===== src/rtl/parking_pkg.sv =====
// Shared types for the parking gate scheduler: FSM states, service direction, default sizes.
package parking_pkg;
  localparam int NUM_SLOTS_D = 4;
  localparam int SLOT_W_D    = 2;

  typedef enum logic [1:0] {ST_IDLE, ST_OPEN, ST_COMMIT, ST_CLOSE} state_t;
  typedef enum logic {DIR_ENTRY = 1'b0, DIR_EXIT = 1'b1} dir_t;
endpackage


===== src/rtl/parking_free_slot_finder.sv =====
// Combinational priority encoder: lowest-index free slot and the all-full flag.
module parking_free_slot_finder #(
  parameter int NUM_SLOTS = 4,
  parameter int SLOT_W    = 2
) (
  input  logic [NUM_SLOTS-1:0] occupancy,
  output logic [SLOT_W-1:0]    best_slot,
  output logic                 full
);
  // Scan high to low so the lowest free index is the last one written.
  always_comb begin
    best_slot = '0;
    for (int i = NUM_SLOTS - 1; i >= 0; i--) begin
      if (!occupancy[i]) best_slot = SLOT_W'(i);
    end
  end

  assign full = &occupancy;
endmodule


===== src/rtl/parking_gate_scheduler.sv =====
// Shared entry/exit gate sequencer; owns the occupancy map and arbitrates lanes round robin.
module parking_gate_scheduler
  import parking_pkg::*;
#(
  parameter int NUM_SLOTS    = NUM_SLOTS_D,
  parameter int SLOT_W       = SLOT_W_D,
  parameter int PASS_TIMEOUT = 64,
  parameter int CLOSE_GAP    = 4
) (
  input  logic                 clk,
  input  logic                 reset,
  input  logic                 entry_req,
  input  logic                 exit_req,
  input  logic [SLOT_W-1:0]    exit_location,
  input  logic                 car_passed,
  output logic                 door_open,
  output logic                 full_light,
  output logic [NUM_SLOTS-1:0] occupancy,
  output logic [SLOT_W-1:0]    best_slot,
  output logic                 grant_entry,
  output logic                 grant_exit,
  output logic [SLOT_W-1:0]    assigned_slot,
  output logic                 exit_reject,
  output logic                 timeout_err,
  output logic                 busy
);
  localparam int TW = $clog2(PASS_TIMEOUT) + 1;
  localparam logic [TW-1:0] TMAX = '1;

  state_t               state, state_n;
  dir_t                 last_dir, last_dir_n;
  logic [TW-1:0]        timer, timer_n, timer_inc;
  logic [NUM_SLOTS-1:0] occ_n;
  logic [SLOT_W-1:0]    slot_n;
  logic                 ge_n, gx_n, rej_n, to_n;
  logic                 entry_ok, exit_ok, exit_bad;

  parking_free_slot_finder #(.NUM_SLOTS(NUM_SLOTS), .SLOT_W(SLOT_W)) u_finder (
    .occupancy (occupancy),
    .best_slot (best_slot),
    .full      (full_light)
  );

  assign timer_inc = (timer == TMAX) ? timer : timer + 1'b1;
  assign entry_ok  = entry_req & ~full_light;
  assign exit_ok   = exit_req & occupancy[exit_location];
  assign exit_bad  = exit_req & ~occupancy[exit_location];
  assign door_open = (state == ST_OPEN) || (state == ST_COMMIT);
  assign busy      = (state != ST_IDLE);

  always_ff @(posedge clk or negedge reset) begin
    if (!reset) begin
      state         <= ST_IDLE;
      last_dir      <= DIR_EXIT;
      timer         <= '0;
      occupancy     <= '0;
      assigned_slot <= '0;
      grant_entry   <= 1'b0;
      grant_exit    <= 1'b0;
      exit_reject   <= 1'b0;
      timeout_err   <= 1'b0;
    end else begin
      state         <= state_n;
      last_dir      <= last_dir_n;
      timer         <= timer_n;
      occupancy     <= occ_n;
      assigned_slot <= slot_n;
      grant_entry   <= ge_n;
      grant_exit    <= gx_n;
      exit_reject   <= rej_n;
      timeout_err   <= to_n;
    end
  end

  always_comb begin
    state_n    = state;
    last_dir_n = last_dir;
    timer_n    = timer;
    occ_n      = occupancy;
    slot_n     = assigned_slot;
    ge_n       = 1'b0;
    gx_n       = 1'b0;
    rej_n      = 1'b0;
    to_n       = 1'b0;
    unique case (state)
      ST_IDLE: begin
        rej_n = exit_bad;
        // On a tie the direction not served last time goes first.
        if (entry_ok && (!exit_ok || last_dir == DIR_EXIT)) begin
          state_n    = ST_OPEN;
          ge_n       = 1'b1;
          slot_n     = best_slot;
          last_dir_n = DIR_ENTRY;
          timer_n    = '0;
        end else if (exit_ok) begin
          state_n    = ST_OPEN;
          gx_n       = 1'b1;
          slot_n     = exit_location;
          last_dir_n = DIR_EXIT;
          timer_n    = '0;
        end
      end
      ST_OPEN: begin
        timer_n = timer_inc;
        if (car_passed) begin
          state_n = ST_COMMIT;
        end else if (timer == TW'(PASS_TIMEOUT - 1)) begin
          state_n = ST_CLOSE;
          to_n    = 1'b1;
          timer_n = '0;
        end
      end
      ST_COMMIT: begin
        occ_n[assigned_slot] = (last_dir == DIR_ENTRY);
        state_n = ST_CLOSE;
        timer_n = '0;
      end
      ST_CLOSE: begin
        timer_n = timer_inc;
        if (timer == TW'(CLOSE_GAP - 1)) state_n = ST_IDLE;
      end
      default: state_n = ST_IDLE;
    endcase
  end
endmodule


===== config.mk =====
export PLATFORM = sky130hd
export DESIGN_NAME = parking_gate_scheduler
export DESIGN_NICKNAME = d
export VERILOG_FILES = /design/src/rtl/parking_pkg.sv /design/src/rtl/parking_free_slot_finder.sv /design/src/rtl/parking_gate_scheduler.sv
export SDC_FILE = /design/constraint.sdc
export NUM_CORES = 1
export LEC_CHECK = 0
export CAP_MARGIN = 15
export CORE_MARGIN = 2
export CORE_UTILIZATION = 45
export CTS_CLUSTER_SIZE = 25
export DETAILED_ROUTE_END_ITERATION = 7
export PLACE_DENSITY = 0.71
export SLEW_MARGIN = 40
export SYNTH_ARGS = -nofsm -noshare
export SYNTH_HDL_FRONTEND = slang
export SYNTH_SLANG_ARGS = --single-unit

===== constraint.sdc =====
create_clock -name clk -period 1.9 [get_ports clk]
set_input_delay 0.19 -clock clk [delete_from_list [all_inputs] [get_ports clk]]
set_output_delay 0.19 -clock clk [all_outputs]
set_load 0.005 [all_outputs]

==> metrics.txt, run 1 <==
Setup Skew=2.52 ps; # H-tree levels=1; Via Count=980; Least-Margin Pin Slew=350 ps; dpl hpwl=1890 µm; Chip Width=53.7 µm; Reg clk slew, reported paths=110 ps; prevailing post-synth register cell=dfrtp_1; Hold Violations, Final=0; clock tree buffer depth=2; area fraction of the dominant cell type after synthesis=0.427; critical path class=flip-flop to output pin; Yosys cell types=35; yosys warns=0; pin count of the biggest net entering global routing=21; Vias/cell=5.44; 1st-iter DRT viols=11; utilization after layout=0.627; setup violators final=0; Cell Area, Placed=0.00145 mm²; Detailed Route WL=2530 µm; Max Fclk=0.553 GHz; gr ovfl total=0; residual DRC count=0; Post-Layout Cell Count=180; IO buf count=21; Post-synth top cells=19 x dfrtp_1, 12 x nor2_1, 9 x nand2_1; Cells after DPL=175; vias in the first global route=1012; CP Data Required Time=1710 ps; routed len/inst=14.1 µm; initial core utilization=0.462; sequential area share after synthesis=0.451; Startpoint Class=flip-flop; Ports=22; global-route wire length before repair=4340 µm; Core Region=0.00241 mm²; average size of a mapped cell=9.84 µm²; hold_buf cts=0; worst hold margin=204 ps; Mapped Cells=113; synth top area cells=dfrtp_1 43%, ha_1 5.6%, nor2_1 4.0%; HP Class=input pin to async pin; clk sinks=20; layout cell share with drive strength beyond 1=0.220; peak supply drop=0.885 mV; design area=0.00151 mm²; Static Leak=0.668 nW; Crit Path Max Fanout=4; Pins Over Slew Limit=0; die area=0.00289 mm²; P&R area growth vs syn=35.9%; GRT Overall Usage=0.209; CTS tree=done; CTS Buf Count=3; antenna violations before repair=0; final layout net count=163; setup TNS=0 ps; Yosys top cell by area=dfrtp_1; r2r worst-path depth=5; Synth Cell Area=0.00111 mm²; run status=complete, no violations; Arr. time, crit path=1620 ps; syn nets=125; Final Cycle Share=0.951; antenna-violating nets left=0; Synth Register Bits=20; max_slew headroom=0.766; ANT cells=0; asr flop ratio synth=1.00; number of synthesized flops with an enable pin=0; FP Rows=18; RSZ-0062 raised after global routing=yes; Cell Pwr Density=1440 mW/mm²; minimum clock period=1810 ps; max cap viols=0; worst-skew pair later-pin latency=310 ps; first-pass iteration count of the detailed router=4; die height=53.7 µm; most common cell in the synthesized netlist=dfrtp_1; critical path endpoint category=output pin; gpl congestion=0.815; CTS Root Cell=clkbuf_4
## final timing paths
| kind | start | slack (ps) | endpoint |
|---|---|---|---|
| worst max-delay path | state[0] | 90 | door_open |
| worst min-delay path | reset | 200 | timer[3] |
| worst max register to register | timer[1] | 100 | state[1] |
| worst min register to register | timer[6] | 580 | timeout_err |
| max in group asynchronous | reset | 1420 | last_dir |
| min in group clk | exit_req | 520 | exit_reject |
## registers in the layout (all words and copies together), names as in the netlist
signal         cells
exit_reject        1
occupancy          4
timer              7
timeout_err        1
grant_exit         1
last_dir           1
state              2
assigned_slot      2
grant_entry        1
## final cells by class
cell class                      count  area, µm²
Clock buffer                        4       36.3
Tap cell                           30       37.5
Timing Repair Buffer               36        323
Inverter                            4       15.0
Multi-Input combinational cell     86        596
Fill cell                         217        898
Sequential cell                    20        504
## cells in the final DEF (no fill, tap or decap), types with 3 or more instances in the layout
| cell | n |
|---|---|
| inv_1 | 3 |
| nand2_1 | 9 |
| ha_1 | 4 |
| mux2_2 | 3 |
| a21oi_1 | 8 |
| and3_1 | 3 |
| a311oi_1 | 4 |
| mux2i_1 | 3 |
| nand3_1 | 6 |
| clkdlybuf4s50_1 | 21 |
| clkbuf_4 | 3 |
| o21ai_0 | 5 |
| dfrtp_1 | 17 |
| buf_4 | 15 |
| nor2_1 | 12 |
## power breakdown
part	internal, mW	total, mW	switching [mW]	leakage, nW
sequential	0.574	0.730	0.156	0.252
clock	0.117	0.254	0.137	0.0210
combinational	0.670	1.19	0.525	0.395
total	1.36	2.18	0.818	0.668
## worst max-delay path: stages, from the launching register on
cell and delay (ps):
dfrtp_1 390, inv_1 90, ha_2 330, clkdlybuf4s50_1 490
## routing by layer
metal	share of wire	wire length, µm	vias up	global-route usage
met4	0.018	46	0	0.111
met2	0.51	1280	24	0.354
met3	0.038	96	5	0.0444
met1	0.44	1110	468	0.247
li1	-	-	483	-
met5	0	0	-	0
## per-stage QoR
stage	worst slack [ps]	total power, mW
detailed placement	-188	1.87
floorplan	52.8	1.31
global route	-22.7	2.39
global placement	-107	1.84
CTS	31.7	2.17
finish	93.2	2.18
## cells by family (layout without fill, tap and decap cells)
kind of cell | count (synthesis) | after routing | synth area share
AO/OA/AOI/OAI | 29 | 29 | 0.179
XOR/XNOR | 3 | 3 | 0.0236
adder cells (fa/ha/maj) | 5 | 5 | 0.0562
buffers and inverters | 7 | 44 | 0.0270
flip-flops | 20 | 20 | 0.451
multiplexers | 8 | 8 | 0.0799
AND/OR/NAND/NOR | 41 | 41 | 0.183
## timing repair
action,4_1_cts,5_1_grt
pin swaps,0,0
cloned,0,0
endpoints found under the hold margin,0,0
buffers inserted,1,0
resized for setup,2,6
endpoints found under the setup margin,2,8
Power figures use the tool's default switching activity.
==> inputs of run 2 (changes only) <==
--- a/config.mk
+++ b/config.mk
@@ -11,7 +11,6 @@
 export CTS_CLUSTER_SIZE = 25
 export DETAILED_ROUTE_END_ITERATION = 7
 export PLACE_DENSITY = 0.71
-export SLEW_MARGIN = 40
 export SYNTH_ARGS = -nofsm -noshare
 export SYNTH_HDL_FRONTEND = slang
 export SYNTH_SLANG_ARGS = --single-unit
==> constraint.sdc (replaced) <==
create_clock -name clk -period 1.9 [get_ports clk]
set_input_delay 0.57 -clock clk [delete_from_list [all_inputs] [get_ports clk]]
set_output_delay 0.57 -clock clk [all_outputs]
set_load 0.005 [all_outputs]
==> run 2 against run 1 <==
Effect of this change: sequential share of layout area shrank 2.1 points; combinational power increased by 13%; critical path depth up 3; highest routed layer unchanged.
==> metrics.txt, run 2 (synthesis gave the netlist of run 1 again) <==
run status=complete, no violations; slowest stage cell on the critical path=mux2_4; Most flops, register=timer; critical path class=input pin to flip-flop; GRT Overall Usage=0.208 (-0.00173); max_slew headroom=0.812 (+0.0466); Hold Violations, Final=0 (unchanged); Pins Over Slew Limit=0 (unchanged); clock tree buffer depth=2 (unchanged); Cells after DPL=182 (+4.0%); residual DRC count=0 (unchanged); gpl congestion=0.773 (-5.2%); cell family with most CP delay=multiplexers; P&R area growth vs syn=45.2%; design area=0.00162 mm² (+6.9%); Clock power frac=0.092 (-0.025); post-place setup slack=-554 ps (-367 ps); Ports=22 (unchanged); CP Data Required Time=2100 ps (+390 ps); HP Class=flip-flop to flip-flop; Hold Path Depth=2; max reg flops=7 (unchanged); FP Rows=18 (unchanged); r2r endpoint=state[1]; layout cell share with drive strength beyond 1=0.317 (+0.0968); IO buf count=21 (unchanged); overall power=2.27 mW (+4.4%); most common cell after layout, fill and taps aside=buf_4; Crit Path Max Fanout=4 (unchanged); Arr. time, crit path=2050 ps (+430 ps); final layout net count=174 (+6.7%); sw power=0.874 mW (+6.9%); Detailed Route WL=2640 µm (+4.1%); Top Registers=timer: 7 flops, occupancy: 4 flops; Via Count=1033 (+5.4%); Max Fclk=0.540 GHz (-2.5%); CTS tree=done; 1st-iter DRT viols=3 (-8); Cell Area, Placed=0.00150 mm² (+3.6%); vias in the first global route=1042 (+3.0%); setup TNS=0 ps (unchanged); minimum clock period=1850 ps (+45.7 ps); # H-tree levels=1 (unchanged); Reg power frac=0.319 (-0.016); antenna-violating nets left=0 (unchanged); sw frac=0.385 (+0.00925); worst hold path startpoint=assigned_slot[0]; worst-skew pair later-pin latency=300 ps (about the same); die area=0.00289 mm² (unchanged); gr ovfl total=0 (unchanged); setup violators final=0 (unchanged); Startpoint Class=input pin; Vias/cell=5.41 (-0.66%); Internal=1.40 mW (+2.8%); critical path endpoint category=flip-flop; ANT cells=0 (unchanged); Gate power share=0.589 (+0.041); Setup Skew=15.5 ps (+13.0 ps); worst hold margin=571 ps (+367 ps); Core Region=0.00241 mm² (unchanged); peak supply drop=0.997 mV (+13%); antenna violations before repair=0 (unchanged); Static Leak=0.759 nW (+14%); initial core utilization=0.462 (unchanged); clk sinks=20 (unchanged); fin worst setup slack=47.5 ps (-45.7 ps); utilization after layout=0.670 (+0.0431); pin count of the biggest net entering global routing=21 (unchanged); first-pass iteration count of the detailed router=4 (unchanged); Max stage delay on crit path=290 ps (-200 ps); max cap viols=0 (unchanged); Chip Width=53.7 µm (unchanged); WP buf/inv=1 (-1); Cell Pwr Density=1410 mW/mm² (-2.4%); r2r worst-path depth=5 (unchanged); reg2reg setup slack=70 ps (-30 ps); worst hold endpoint=assigned_slot[0]; Least-Margin Pin Slew=279 ps (-70.2 ps); die height=53.7 µm (unchanged); CP cell instances=clkdlybuf4s15_1 > mux2i_2 > o22a_2 > o21a_4 > mux2_4 > mux2_2; Post-Layout Cell Count=191 (+6.1%); global-route wire length before repair=4390 µm (+1.1%); Final Cycle Share=0.975 (+0.0240); Reg clk slew, reported paths=120 ps (about the same); worst r2r src=timer[0]; CTS Buf Count=3 (unchanged); dpl hpwl=1960 µm (+3.9%); routed len/inst=13.8 µm (-1.9%); most frequent cells in the layout=25 x buf_4, 16 x dfrtp_1, 12 x nor2_1; CTS Root Cell=clkbuf_4
run 2: cell types whose count changed in the layout (fill, tap and decap cells not counted), moves of 2 or more:
cell | before | now
buf_4 | 15 | 25
clkdlybuf4s15_1 | 0 | 2
clkdlybuf4s50_1 | 21 | 10
dlygate4sd2_1 | 0 | 5
dlymetal6s2s_1 | 0 | 3
inv_1 | 3 | 1
inv_2 | 1 | 3
run 2: power by group through the flow:
stage	registers [mW]	clock network, mW	logic, mW
after floorplan	0.719	0	0.595
after global placement	0.711	0	1.21
after detailed placement	0.717	0	1.24
after CTS	0.718	0.218	1.27
after global routing	0.747	0.239	1.48
final	0.725	0.210	1.34
run 2: timing repair:
item                                    4_1_cts  5_1_grt
setup buffers                                 2        3
endpoints found under the setup margin       15       10
resized for setup                            18       15
hold buffers                                  0        0
endpoints found under the hold margin         0        0
pin swaps                                     1        3
run 2: final cells by class:
type                            instances  area [µm²]
Fill cell                             207         795
Multi-Input combinational cell         86         626
Sequential cell                        20         505
Timing Repair Buffer                   47         405
Tap cell                               30        37.5
Clock buffer                            4        26.3
Inverter                                4        15.0
run 2: how the worst max path moves through the flow:
stage / startpoint / depth (start not counted) / slack (ps) / to
final: exit_location[1] / 6 / 50 / assigned_slot[1]
after global routing: timer[1] / 5 / -7 / state[1]
after CTS: state[1] / 3 / 10 / door_open
after detailed placement: exit_location[1] / 6 / -550 / assigned_slot[1]
after global placement: exit_location[1] / 6 / -490 / assigned_slot[1]
after floorplan: timer[0] / 6 / 50 / state[1]
run 2: routing by layer:
metal,share of wire,up-vias,GRT usage
met3,0.026,2,0.0361
met4,0.0068,0,0.0684
met5,0,-,0
met1,0.43,501,0.252
met2,0.54,18,0.368
li1,-,512,-
run 2: tightest hold or removal path, cell delays in order (launching register included):
cell     delay (ps)
dfrtp_1         430
nand2_1          60
o21ai_0          60
==> inputs of run 3 (changes only) <==
--- a/config.mk
+++ b/config.mk
@@ -10,7 +10,7 @@
 export CORE_UTILIZATION = 45
 export CTS_CLUSTER_SIZE = 25
 export DETAILED_ROUTE_END_ITERATION = 7
-export PLACE_DENSITY = 0.71
+export PLACE_DENSITY = 0.77
 export SYNTH_ARGS = -nofsm -noshare
 export SYNTH_HDL_FRONTEND = slang
 export SYNTH_SLANG_ARGS = --single-unit
==> run 3 against run 2 <==
Effect of this change: clock power rose by 4%; die area did not move; flip-flop and latch count unchanged; critical path depth stayed put; power is 6.7% higher; final cell count rose by 3.7%; setup slack lost 43 ps; first-iteration DRC count increased to 6.3 times the previous value; fmax down 2.3%; design area increased by 3.6%; sequential share of layout area is 0.93 points lower; clock-buffer cell count did not move.
==> metrics.txt, run 3 (synthesis gave the netlist of run 1 again) <==
run status=complete, no violations; most common cell after layout, fill and taps aside=buf_4; CTS Root Cell=clkbuf_4; design area=0.00167 mm² (+3.6%); P&R area growth vs syn=50.4%; worst-skew pair later-pin latency=310 ps (about the same); Core Region=0.00241 mm² (unchanged); Cells after DPL=185 (+1.6%); max cap viols=0 (unchanged); Final Cycle Share=0.998 (+0.0227); worst hold path startpoint=assigned_slot[0]; Via Count=1121 (+8.5%); residual DRC count=0 (unchanged); peak supply drop=1.00 mV (+0.78%); utilization after layout=0.694 (+0.0239); Detailed Route WL=3120 µm (+18%); Least-Margin Pin Slew=351 ps (+71.7 ps); most frequent cells in the layout=32 x buf_4, 14 x dfrtp_1, 12 x nor2_1; layout cell share with drive strength beyond 1=0.375 (+0.0582); ANT cells=0 (unchanged); max_slew headroom=0.764 (-0.0481); gr ovfl total=0 (unchanged); antenna-violating nets left=0 (unchanged); antenna violations before repair=0 (unchanged); IO buf count=21 (unchanged); Cell Area, Placed=0.00153 mm² (+1.5%); clock tree buffer depth=2 (unchanged); Cell Pwr Density=1450 mW/mm² (+3.0%); crit-path most repeated cell=mux2_4; critical path class=input pin to flip-flop; GRT Overall Usage=0.220 (+0.0121); dpl hpwl=2230 µm (+14%); initial core utilization=0.462 (unchanged); vias in the first global route=1042 (unchanged); slowest stage cell on the critical path=mux2_4; Post-Layout Cell Count=198 (+3.7%); final layout net count=181 (+4.0%); max reg flops=7 (unchanged); global-route wire length before repair=4550 µm (+3.8%); Crit Path Max Fanout=3 (-1); Ports=22 (unchanged); CTS tree=done; Most flops, register=timer; CP cell instances=clkdlybuf4s15_1 > mux2i_2 > o22a_2 > o21a_4 > mux2_4 > mux2_4; Reg clk slew, reported paths=120 ps (about the same); Top Registers=timer: 7 flops, occupancy: 4 flops; HP Class=flip-flop to flip-flop; 1st-iter DRT viols=19 (+16); Hold Violations, Final=0 (unchanged); CP Data Required Time=2110 ps (about the same); die height=53.7 µm (unchanged); setup violators final=0 (unchanged); CTS Buf Count=3 (unchanged); Setup Skew=12.6 ps (-2.93 ps); Fillers=201 (-2.9%); first-pass iteration count of the detailed router=4 (unchanged); Vias/cell=5.66 (+4.7%); Static Leak=0.782 nW (+3.0%); Startpoint Class=input pin; hold_buf cts=0 (unchanged); routed len/inst=15.8 µm (+14%); FP Rows=18 (unchanged); gpl congestion=0.774 (+0.17%); setup TNS=0 ps (unchanged); Max stage delay on crit path=300 ps (about the same); worst r2r src=occupancy[3]; clk sinks=20 (unchanged); die area=0.00289 mm² (unchanged); # H-tree levels=1 (unchanged); Crit. Startpoint=exit_location[1]; Pins Over Slew Limit=0 (unchanged); critical path endpoint category=flip-flop; minimum clock period=1900 ps (+43.2 ps); RSZ-0062 raised after global routing=yes; pin count of the biggest net entering global routing=21 (unchanged); Chip Width=53.7 µm (unchanged); Max Fclk=0.528 GHz (-2.3%); Arr. time, crit path=2100 ps (+50 ps)
run 3: cell count changes in the layout (fill, tap and decap cells not counted), sizes merged:
cell           change
dlygate4sd2        -1
clkdlybuf4s50      +1
buf                +7
dlymetal6s2s       -1
clkbuf             +1
run 3: final cells by class:
class | instances | area, µm² | share of cell area
multi-input combinational | 86 | 634 | 0.379
timing repair buffer | 54 | 452 | 0.270
inverter | 4 | 15.0 | 0.00898
sequential | 20 | 508 | 0.304
tap | 30 | 37.5 | 0.0224
clock buffer | 4 | 26.3 | 0.0157
run 3: what timing repair did:
item | 4_1_cts | 5_1_grt
setup buffers | 6 | 4
pin swaps | 1 | 0
gates resized for setup | 19 | 20
endpoints found under the setup margin | 17 | 16
run 3: report_power, final:
group,switching (mW),internal (mW)
Sequential,0.159,0.581
Combinational,0.648,0.820
Clock,0.136,0.0818
run 3: stage by stage:
| step | worst slack [ps] | hold WS, ps | total power, mW |
|---|---|---|---|
| floorplan | 52.8 | 274 | 1.31 |
| global placement | -468 | 547 | 1.96 |
| detailed placement | -572 | 551 | 2.03 |
| CTS | -14.1 | 570 | 2.31 |
| global route | -11.7 | 597 | 2.60 |
| finish | 4.33 | 555 | 2.43 |
run 3: worst paths after layout:
| path | to | slack, ps | cells past startpoint |
|---|---|---|---|
| worst max register to register | assigned_slot[1] | 40 | 7 |
| worst min-delay path | assigned_slot[0] | 550 | 2 |
| max in group asynchronous | last_dir | 1030 | 2 |
| worst min register to register | assigned_slot[0] | 550 | 2 |
| worst max-delay path | assigned_slot[1] | 4 | 6 |
| min in group asynchronous | timer[3] | 590 | 2 |
run 3: layer usage:
metal / wire (µm) / global-route usage
met5: 0 / 0
met2: 1670 / 0.384
met4: 34 / 0.124
met1: 1300 / 0.246
met3: 119 / 0.0444
run 3: critical path, delay by kind of cell:
kind                   cells  cell delay (ps)
multiplexers               3              780
buffers and inverters      1              270
AO/OA/AOI/OAI              2              490
